==> config.mk <==
export PLATFORM = sky130hd
export DESIGN_NAME = axis_rr_fifo_arbiter_flat
export DESIGN_NICKNAME = d
export VERILOG_FILES = /design/src/rtl/axis_rr_fifo_arbiter_if.sv /design/src/rtl/axis_rr_fifo_arbiter.sv /design/src/flat_wrapper.sv
export SDC_FILE = /design/constraint.sdc
export NUM_CORES = 1
export LEC_CHECK = 0
export ABC_AREA = 1
export ABC_CLOCK_PERIOD_IN_PS = 1800
export BUFFER_PORTS_ARGS = -buffer_cell sky130_fd_sc_hd__buf_2
export CELL_PAD_IN_SITES_DETAIL_PLACEMENT = 1
export CELL_PAD_IN_SITES_GLOBAL_PLACEMENT = 2
export CORE_MARGIN = 5
export CORE_UTILIZATION = 21
export CTS_CLUSTER_DIAMETER = 30
export DETAILED_ROUTE_END_ITERATION = 10
export PLACE_DENSITY = 0.83
export RECOVER_POWER = 100
export SYNTH_ARGS = -nofsm -noshare
export SYNTH_HDL_FRONTEND = slang
export SYNTH_SLANG_ARGS = --single-unit
==> constraint.sdc <==
create_clock -name clk_i -period 1.8 [get_ports clk_i]
set_input_delay 0.27 -clock clk_i [delete_from_list [all_inputs] [get_ports clk_i]]
set_output_delay 0.27 -clock clk_i [all_outputs]
set_load 0.05 [all_outputs]
==> src/rtl/axis_rr_fifo_arbiter_if.sv <==
// Bus bundle for the round-robin FIFO arbiter: NUM_IN packed AXIS inputs and one FIFO write port.
// Latency: none (wires only).
// Backpressure: per-stream tready on the input side; the FIFO write side has no tready.
interface axis_rr_fifo_arbiter_if #(
    parameter int NUM_IN     = 4,
    parameter int DATA_WIDTH = 16,
    parameter int USER_WIDTH = 1
);
    localparam int IDW = ($clog2(NUM_IN) > 1) ? $clog2(NUM_IN) : 1;
    // Zero-width tuser is carried as one dummy bit per stream so the bus stays legal.
    localparam int UWI = (USER_WIDTH > 0) ? USER_WIDTH : 1;

    // Input streams, stream k occupies slice k of every packed vector.
    logic [NUM_IN*DATA_WIDTH-1:0] s_axis_in_tdata;
    logic [NUM_IN*UWI-1:0]        s_axis_in_tuser;
    logic [NUM_IN-1:0]            s_axis_in_tlast;
    logic [NUM_IN-1:0]            s_axis_in_tvalid;
    logic [NUM_IN-1:0]            s_axis_in_tready;

    // FIFO write port, tuser = {source index, stream tuser}.
    logic [DATA_WIDTH-1:0]        m_axis_out_tdata;
    logic [USER_WIDTH+IDW-1:0]    m_axis_out_tuser;
    logic                         m_axis_out_tvalid;

    // The arbiter masters the FIFO write port and owns the input readies.
    modport master (
        input  s_axis_in_tdata,
        input  s_axis_in_tuser,
        input  s_axis_in_tlast,
        input  s_axis_in_tvalid,
        output s_axis_in_tready,
        output m_axis_out_tdata,
        output m_axis_out_tuser,
        output m_axis_out_tvalid
    );

    // Environment side: stream sources and the FIFO.
    modport slave (
        output s_axis_in_tdata,
        output s_axis_in_tuser,
        output s_axis_in_tlast,
        output s_axis_in_tvalid,
        input  s_axis_in_tready,
        input  m_axis_out_tdata,
        input  m_axis_out_tuser,
        input  m_axis_out_tvalid
    );
endinterface

==> src/rtl/axis_rr_fifo_arbiter.sv <==
// Round-robin burst arbiter feeding one FIFO write port from NUM_IN streams, tagging beats with the source index.
// Latency: 1 cycle accept-to-write; one idle arbitration bubble between grants.
// Backpressure: granted stream's tready drops combinationally on FIFO full or level >= FIFO_LEN-AF_MARGIN.
module axis_rr_fifo_arbiter #(
    parameter int NUM_IN     = 4,
    parameter int DATA_WIDTH = 16,
    parameter int USER_WIDTH = 1,
    parameter int FIFO_LEN   = 8,
    parameter int AF_MARGIN  = 2,
    parameter int MAX_BURST  = 4
) (
    input  logic                        clk_i,
    input  logic                        reset_i,
    axis_rr_fifo_arbiter_if.master      bus,
    input  logic [$clog2(FIFO_LEN)-1:0] fifo_tlevel_i,
    input  logic                        fifo_tfull_i,
    output logic [NUM_IN-1:0]           grant_o,
    output logic                        overflow_o
);
    localparam int IDW      = ($clog2(NUM_IN) > 1) ? $clog2(NUM_IN) : 1;
    localparam int UWI      = (USER_WIDTH > 0) ? USER_WIDTH : 1;
    localparam int OUW      = USER_WIDTH + IDW;
    localparam int CW       = $clog2(MAX_BURST + 1);
    localparam int AF_LEVEL = FIFO_LEN - AF_MARGIN;

    typedef enum logic {
        S_IDLE  = 1'b0,
        S_GRANT = 1'b1
    } state_t;

    // Arbitration state
    state_t                r_state;
    logic [IDW-1:0]        r_idx;          // stream currently granted
    logic [IDW-1:0]        r_rr_ptr;       // last stream that finished a burst
    logic [CW-1:0]         r_beat_cnt;     // beats accepted in the current grant
    logic [NUM_IN-1:0]     r_grant;

    // Output register towards the FIFO
    logic                  r_out_vld;
    logic [DATA_WIDTH-1:0] r_out_dat;
    logic [OUW-1:0]        r_out_usr;
    logic                  r_overflow;

    // Combinational helpers
    logic                  w_throttle;
    logic                  w_req_vld;
    logic                  w_req_last;
    logic [DATA_WIDTH-1:0] w_req_dat;
    logic [UWI-1:0]        w_req_usr;
    logic [OUW-1:0]        w_out_usr_nxt;
    logic                  w_grant_ok;
    logic                  w_accept;
    logic                  w_burst_end;
    logic [NUM_IN-1:0]     w_tready;
    logic                  w_pick_found;
    logic [IDW-1:0]        w_pick_idx;
    logic [IDW-1:0]        w_scan_idx;
    logic [NUM_IN-1:0]     w_pick_onehot;

    // The level input wraps to 0 when the FIFO is full, so full must always be ORed in.
    // The margin absorbs the one-cycle lag between our write strobe and the FIFO's registered level.
    assign w_throttle = fifo_tfull_i | (int'(fifo_tlevel_i) >= AF_LEVEL);

    // Select the granted stream's beat with constant-index slices.
    always_comb begin
        w_req_vld  = 1'b0;
        w_req_last = 1'b0;
        w_req_dat  = '0;
        w_req_usr  = '0;
        for (int k = 0; k < NUM_IN; k++) begin
            if (r_idx == IDW'(k)) begin
                w_req_vld  = bus.s_axis_in_tvalid[k];
                w_req_last = bus.s_axis_in_tlast[k];
                w_req_dat  = bus.s_axis_in_tdata[k*DATA_WIDTH +: DATA_WIDTH];
                w_req_usr  = bus.s_axis_in_tuser[k*UWI +: UWI];
            end
        end
    end

    // Tag each beat with its source index; with no stream tuser the tag is the whole field.
    generate
        if (USER_WIDTH > 0) begin : g_usr
            assign w_out_usr_nxt = {r_idx, w_req_usr[USER_WIDTH-1:0]};
        end else begin : g_no_usr
            assign w_out_usr_nxt = r_idx;
        end
    endgenerate

    // Only the granted stream may see tready, and never while reset is asserted.
    assign w_grant_ok  = (r_state == S_GRANT) && !reset_i && !w_throttle;
    assign w_accept    = w_grant_ok && w_req_vld;
    assign w_burst_end = w_req_last || (r_beat_cnt == CW'(MAX_BURST - 1));

    // Drive the one-hot per-stream ready.
    always_comb begin
        w_tready = '0;
        for (int k = 0; k < NUM_IN; k++) begin
            w_tready[k] = w_grant_ok && (r_idx == IDW'(k));
        end
    end

    assign bus.s_axis_in_tready = w_tready;

    // Round-robin scan: first valid stream starting just after the last one served.
    always_comb begin
        w_pick_found = 1'b0;
        w_pick_idx   = '0;
        w_scan_idx   = '0;
        for (int i = 1; i <= NUM_IN; i++) begin
            w_scan_idx = IDW'((int'(r_rr_ptr) + i) % NUM_IN);
            if (!w_pick_found && bus.s_axis_in_tvalid[w_scan_idx]) begin
                w_pick_found = 1'b1;
                w_pick_idx   = w_scan_idx;
            end
        end
    end

    // One-hot form of the pick, loaded into the registered grant.
    always_comb begin
        w_pick_onehot = '0;
        for (int k = 0; k < NUM_IN; k++) begin
            w_pick_onehot[k] = (w_pick_idx == IDW'(k));
        end
    end

    // Arbiter FSM: IDLE picks a stream, GRANT holds it until tlast or the burst limit.
    // A granted stream that stalls keeps the grant so packets are never interleaved.
    always_ff @(posedge clk_i) begin
        if (reset_i) begin
            r_state    <= S_IDLE;
            r_idx      <= '0;
            r_rr_ptr   <= IDW'(NUM_IN - 1);
            r_beat_cnt <= '0;
            r_grant    <= '0;
        end else begin
            case (r_state)
                S_IDLE: begin
                    if (w_pick_found) begin
                        r_state    <= S_GRANT;
                        r_idx      <= w_pick_idx;
                        r_grant    <= w_pick_onehot;
                        r_beat_cnt <= '0;
                    end
                end
                S_GRANT: begin
                    if (w_accept) begin
                        if (w_burst_end) begin
                            r_state    <= S_IDLE;
                            r_rr_ptr   <= r_idx;
                            r_grant    <= '0;
                            r_beat_cnt <= '0;
                        end else begin
                            r_beat_cnt <= r_beat_cnt + CW'(1);
                        end
                    end
                end
                default: begin
                    r_state <= S_IDLE;
                    r_grant <= '0;
                end
            endcase
        end
    end

    // Register accepted beats into the FIFO write port; data/tuser hold between writes.
    always_ff @(posedge clk_i) begin
        if (reset_i) begin
            r_out_vld <= 1'b0;
            r_out_dat <= '0;
            r_out_usr <= '0;
        end else begin
            r_out_vld <= w_accept;
            if (w_accept) begin
                r_out_dat <= w_req_dat;
                r_out_usr <= w_out_usr_nxt;
            end
        end
    end

    // Sticky flag: a write strobe landed while the FIFO reported full.
    always_ff @(posedge clk_i) begin
        if (reset_i) begin
            r_overflow <= 1'b0;
        end else if (r_out_vld && fifo_tfull_i) begin
            r_overflow <= 1'b1;
        end
    end

    assign bus.m_axis_out_tvalid = r_out_vld;
    assign bus.m_axis_out_tdata  = r_out_dat;
    assign bus.m_axis_out_tuser  = r_out_usr;
    assign grant_o               = r_grant;
    assign overflow_o            = r_overflow;

    // Structural invariants of the grant logic.
    a_tready_onehot0: assert property (@(posedge clk_i) disable iff (reset_i)
        $onehot0(bus.s_axis_in_tready));
    a_grant_onehot0: assert property (@(posedge clk_i) disable iff (reset_i)
        $onehot0(r_grant));
    a_idle_no_grant: assert property (@(posedge clk_i) disable iff (reset_i)
        (r_state == S_IDLE) |-> (r_grant == '0));
    a_beat_cnt_range: assert property (@(posedge clk_i) disable iff (reset_i)
        int'(r_beat_cnt) < MAX_BURST);
endmodule

==> src/flat_wrapper.sv <==
// flat-port wrapper written by rule: the top's interface ports become plain ports
module axis_rr_fifo_arbiter_flat 
#(
    parameter int NUM_IN     = 4,
    parameter int DATA_WIDTH = 16,
    parameter int USER_WIDTH = 1,
    parameter int FIFO_LEN   = 8,
    parameter int AF_MARGIN  = 2,
    parameter int MAX_BURST  = 4
)
  (clk_i, reset_i, fifo_tlevel_i, fifo_tfull_i, grant_o, overflow_o, bus_s_axis_in_tdata, bus_s_axis_in_tuser, bus_s_axis_in_tlast, bus_s_axis_in_tvalid, bus_s_axis_in_tready, bus_m_axis_out_tdata, bus_m_axis_out_tuser, bus_m_axis_out_tvalid);
  axis_rr_fifo_arbiter_if #(.NUM_IN(NUM_IN), .DATA_WIDTH(DATA_WIDTH), .USER_WIDTH(USER_WIDTH)) bus_i ();
  input  logic clk_i;
  input  logic reset_i;
  input  logic [$clog2(FIFO_LEN)-1:0] fifo_tlevel_i;
  input  logic fifo_tfull_i;
  output logic [NUM_IN-1:0] grant_o;
  output logic overflow_o;
  input wire logic [$bits(bus_i.s_axis_in_tdata)-1:0] bus_s_axis_in_tdata;
  input wire logic [$bits(bus_i.s_axis_in_tuser)-1:0] bus_s_axis_in_tuser;
  input wire logic [$bits(bus_i.s_axis_in_tlast)-1:0] bus_s_axis_in_tlast;
  input wire logic [$bits(bus_i.s_axis_in_tvalid)-1:0] bus_s_axis_in_tvalid;
  output wire logic [$bits(bus_i.s_axis_in_tready)-1:0] bus_s_axis_in_tready;
  output wire logic [$bits(bus_i.m_axis_out_tdata)-1:0] bus_m_axis_out_tdata;
  output wire logic [$bits(bus_i.m_axis_out_tuser)-1:0] bus_m_axis_out_tuser;
  output wire logic [$bits(bus_i.m_axis_out_tvalid)-1:0] bus_m_axis_out_tvalid;
  assign bus_i.s_axis_in_tdata = bus_s_axis_in_tdata;
  assign bus_i.s_axis_in_tuser = bus_s_axis_in_tuser;
  assign bus_i.s_axis_in_tlast = bus_s_axis_in_tlast;
  assign bus_i.s_axis_in_tvalid = bus_s_axis_in_tvalid;
  assign bus_s_axis_in_tready = bus_i.s_axis_in_tready;
  assign bus_m_axis_out_tdata = bus_i.m_axis_out_tdata;
  assign bus_m_axis_out_tuser = bus_i.m_axis_out_tuser;
  assign bus_m_axis_out_tvalid = bus_i.m_axis_out_tvalid;
  axis_rr_fifo_arbiter #(.NUM_IN(NUM_IN), .DATA_WIDTH(DATA_WIDTH), .USER_WIDTH(USER_WIDTH), .FIFO_LEN(FIFO_LEN), .AF_MARGIN(AF_MARGIN), .MAX_BURST(MAX_BURST)) u_core (.clk_i(clk_i), .reset_i(reset_i), .bus(bus_i), .fifo_tlevel_i(fifo_tlevel_i), .fifo_tfull_i(fifo_tfull_i), .grant_o(grant_o), .overflow_o(overflow_o));
endmodule
==> flow_summary_export.csv <==
group,metric,value,unit
critical_path,critical-path-top-delay-family,"simple AND/OR/NAND/NOR gates",
critical_path,worst_setup_path_end_kind,"primary output",
timing,tightest_slew,0.638,ns
timing,period_needed,1.68,ns
power,pwr-share-seq,38.1,%
cts,cts_tree,"built",
die,die-area,0.0115,mm²
critical_path,worstPathMaxFanout,4,
min_path,min_to,"u_core.overflow_o",
die,boundaryPins,111,
critical_path,cp.required,1.53,ns
yosys,syn_area,0.00198,mm²
grt,grt_overflow_total,0,
detailed_routing,drt_iter0_drc,74,
yosys,yosysWarnings,0,
detailed_routing,totalWireLength,7.52,mm
detailed_routing,postRouteAntennaNets,0,
yosys,synth_nets,385,
die,placementRows,35,
critical_path,crit_path_cell_trace,"inv_1, nor2_1, nand2_1, nor2_4, inv_2, nor3_4, buf_6",
die,die_y,107,µm
critical_path,path_class,"register to primary output",
status,outcome,"finished, final reports clean",
die,start_util,21.5,%
power,p_leak,1.39,nW
min_path,whs_path_depth,3,
yosys,synth_cells,301,
critical_path,rrSetupSlack,0.17,ns
cts,numCtsBuffers,5,
final_layout,mostFrequentLayoutCells,"nand2_1 (85), buf_2 (80), a21oi_1 (31)",
critical_path,reg2reg_depth,12,
yosys,ys_ff_latch,33,
power,clockPowerShare,30.3,%
cts,cts_hold_buffers,0,
yosys,syn_avg_cell_area,6.58,µm²
grt,grt_pass1_wl,12.4,mm
timing,fmax,594,MHz
critical_path,crit_buf_inv,3,
timing,fin_crit_sh,93.6,%
detailed_routing,avgRoutedWirePerCell,14.1,µm
critical_path,timing.rr.end,"u_core.grant_o[0]",
die,core_area,0.00920,mm²
power,pwr-share-comb,31.6,%
critical_path,slowest_stage,"dfxtp_1",
critical_path,start_kind,"register",
timing,drv_slew,0,
power,p_sw,738,µW
final_layout,n_antenna_cell,0,
placed_design,port_buffers,109,
timing,timing_hold_violations_final,0,
cts,cts_buffer_depth,2,
cts,insertion_delay,0.29,ns
min_path,hold_start,"fifo_tfull_i",
cts,cts_root_buf,"clkbuf_8",
placed_design,place_hpwl,6.05,mm
critical_path,worstPathArrival,1.41,ns
power,peakVddDrop,0.000244,V
cts,h-tree-depth,2,
timing,finalSetupViolations,0,
cts,clock_sinks,33,
yosys,ys_seq_area_share,33.4,%
timing,setup_slack,0.116,ns
power,power_density,724,mW/mm²
placed_design,dp_slack,-0.105,ns
detailed_routing,via_per_inst,4.59,
placed_design,gp_congestion,0.746,
run,drv_cap,0,
cts,clk_pin_slew_worst_paths,0.07,ns
min_path,hold_class,"input port to register",
grt,antenna_found_initial,0,
final_layout,final_nets,504,
detailed_routing,drc,0,
final_layout,final_layout_size_suffix_gt1_share,35.4,%
timing,skew,0.00432,ns
grt,grt_usage,13.4,%
timing,relSlewSlack,57.6,%
detailed_routing,dr_total_vias,2440,
die,die_w,107,µm
detailed_routing,firstDrtPassIters,4,
power,internal-power,1.35,mW
grt,grt_max_degree,27,
timing,whs,0.226,ns
critical_path,worstReg2RegStart,"u_core.r_rr_ptr[0]",
final_layout,syn2layout_area_growth,45.7,%
power,switching_share,35.4,%
final_layout,layout.cells.most_common,"nand2_1",
critical_path,cpPeakStageDelay,0.33,ns
yosys,ys_types,29,
timing,fin_tns_setup,0,ns
grt,grt_pass1_vias,2533,
==> cells in the mapped netlist, drive strengths merged <==
master,instances,share of area [%]
nand2,99,21
dfxtp,33,33
a21oi,31,7.8
nand3,28,7.3
o21ai,23,5.8
inv,21,4.0
nor2,18,4.4
a31oi,11,3.5
buf,9,2.9
clkbuf,7,1.3
a221oi,6,2.7
nand4,3,0.95
nor3,3,0.76
o211ai,3,1.4
ha,2,1.3
nand3b,2,0.76
a21boi,1,0.38
nor3b,1,0.63
==> what timing repair did <==
| action | in CTS | in global routing |
|---|---|---|
| setup buffers | 0 | 1 |
| gates resized for setup | 4 | 18 |
| setup endpoints to repair | 11 | 20 |
==> logic make-up (layout without fill, tap and decap cells) <==
logic type | Yosys count | count (layout) | synth area share, %
adders and majority gates | 2 | 2 | 1.26
DFF | 33 | 33 | 33.4
buffers and inverters | 37 | 157 | 8.21
and+or+nand+nor | 154 | 154 | 35.6
AOI/OAI and AO/OA | 75 | 75 | 21.5
==> routing by layer <==
layer / share of wire, % / GRT usage [%] / vias to the layer above
met2: 48 / 23.5 / 72
met1: 42 / 15.3 / 1105
met3: 7.2 / 4.39 / 10
li1: - / - / 1253
met4: 2.1 / 3.93 / 0
met5: 0 / 0 / -
==> power groups by stage <==
stage | sequential, mW | combinational [mW] | clock (mW)
after CTS | 0.796 | 0.666 | 0.659
after floorplan | 0.900 | 0.336 | 0
after global routing | 0.802 | 0.741 | 0.698
final | 0.796 | 0.660 | 0.632
after detailed placement | 0.813 | 0.664 | 0
after global placement | 0.811 | 0.650 | 0
==> per-stage QoR <==
stage	power [mW]	instance area, µm²	util (%)	instances
floorplan	1.24	2000	-	301
global placement	1.46	2740	29.8	523
global route	2.24	2890	31.4	532
detailed placement	1.48	2740	29.8	523
CTS	2.12	2850	31.0	531
finish	2.09	2890	31.4	532
==> registers in the layout (all words and copies together) (netlist names) <==
| signal | flops |
|---|---|
| u_core.grant_o | 4 |
| u_core.r_idx | 2 |
| u_core.overflow_o | 1 |
| u_core.bus.m_axis_out_tuser | 3 |
| u_core.r_rr_ptr | 2 |
| u_core.r_state | 1 |
| u_core.bus.m_axis_out_tdata | 16 |
| u_core.bus.m_axis_out_tvalid | 1 |
| u_core.r_beat_cnt | 3 |
==> how the worst max path moves through the flow <==
stage	startpoint	to	slack (ns)	cells after the start
2_1_floorplan	u_core.r_idx[0]	bus_s_axis_in_tready[2]	0.13	3
3_3_place_gp	u_core.r_rr_ptr[0]	u_core.r_beat_cnt[2]	-0.005	11
4_1_cts	u_core.r_state	bus_s_axis_in_tready[3]	0.02	7
5_1_grt	u_core.r_state	bus_s_axis_in_tready[1]	-0.02	7
6_report	u_core.r_state	bus_s_axis_in_tready[1]	0.12	7
3_5_place_dp	u_core.r_rr_ptr[0]	u_core.r_beat_cnt[2]	-0.10	11
==> worst reg2reg max path, cell delays in order (launching register included) <==
cell     delay, ns
dfxtp_4       0.38
inv_4         0.10
nand2_1       0.06
nand2_2       0.09
inv_1         0.06
nand2_1       0.05
nand2_1       0.12
nand3_2       0.10
nand2_2       0.10
buf_4         0.17
nor2_1        0.13
nand2_1       0.07
a21oi_1       0.12
==> area by class of cell <==
| type | instances | area (µm²) |
|---|---|---|
| fill | 1200 | 6310 |
| multi-input combinational | 231 | 1200 |
| timing repair buffer | 128 | 694 |
| sequential | 33 | 667 |
| tap | 111 | 139 |
| clock buffer | 7 | 96.3 |
| inverter | 21 | 81.3 |
| clock inverter | 1 | 5.00 |
(Power assumes the default switching activity.)
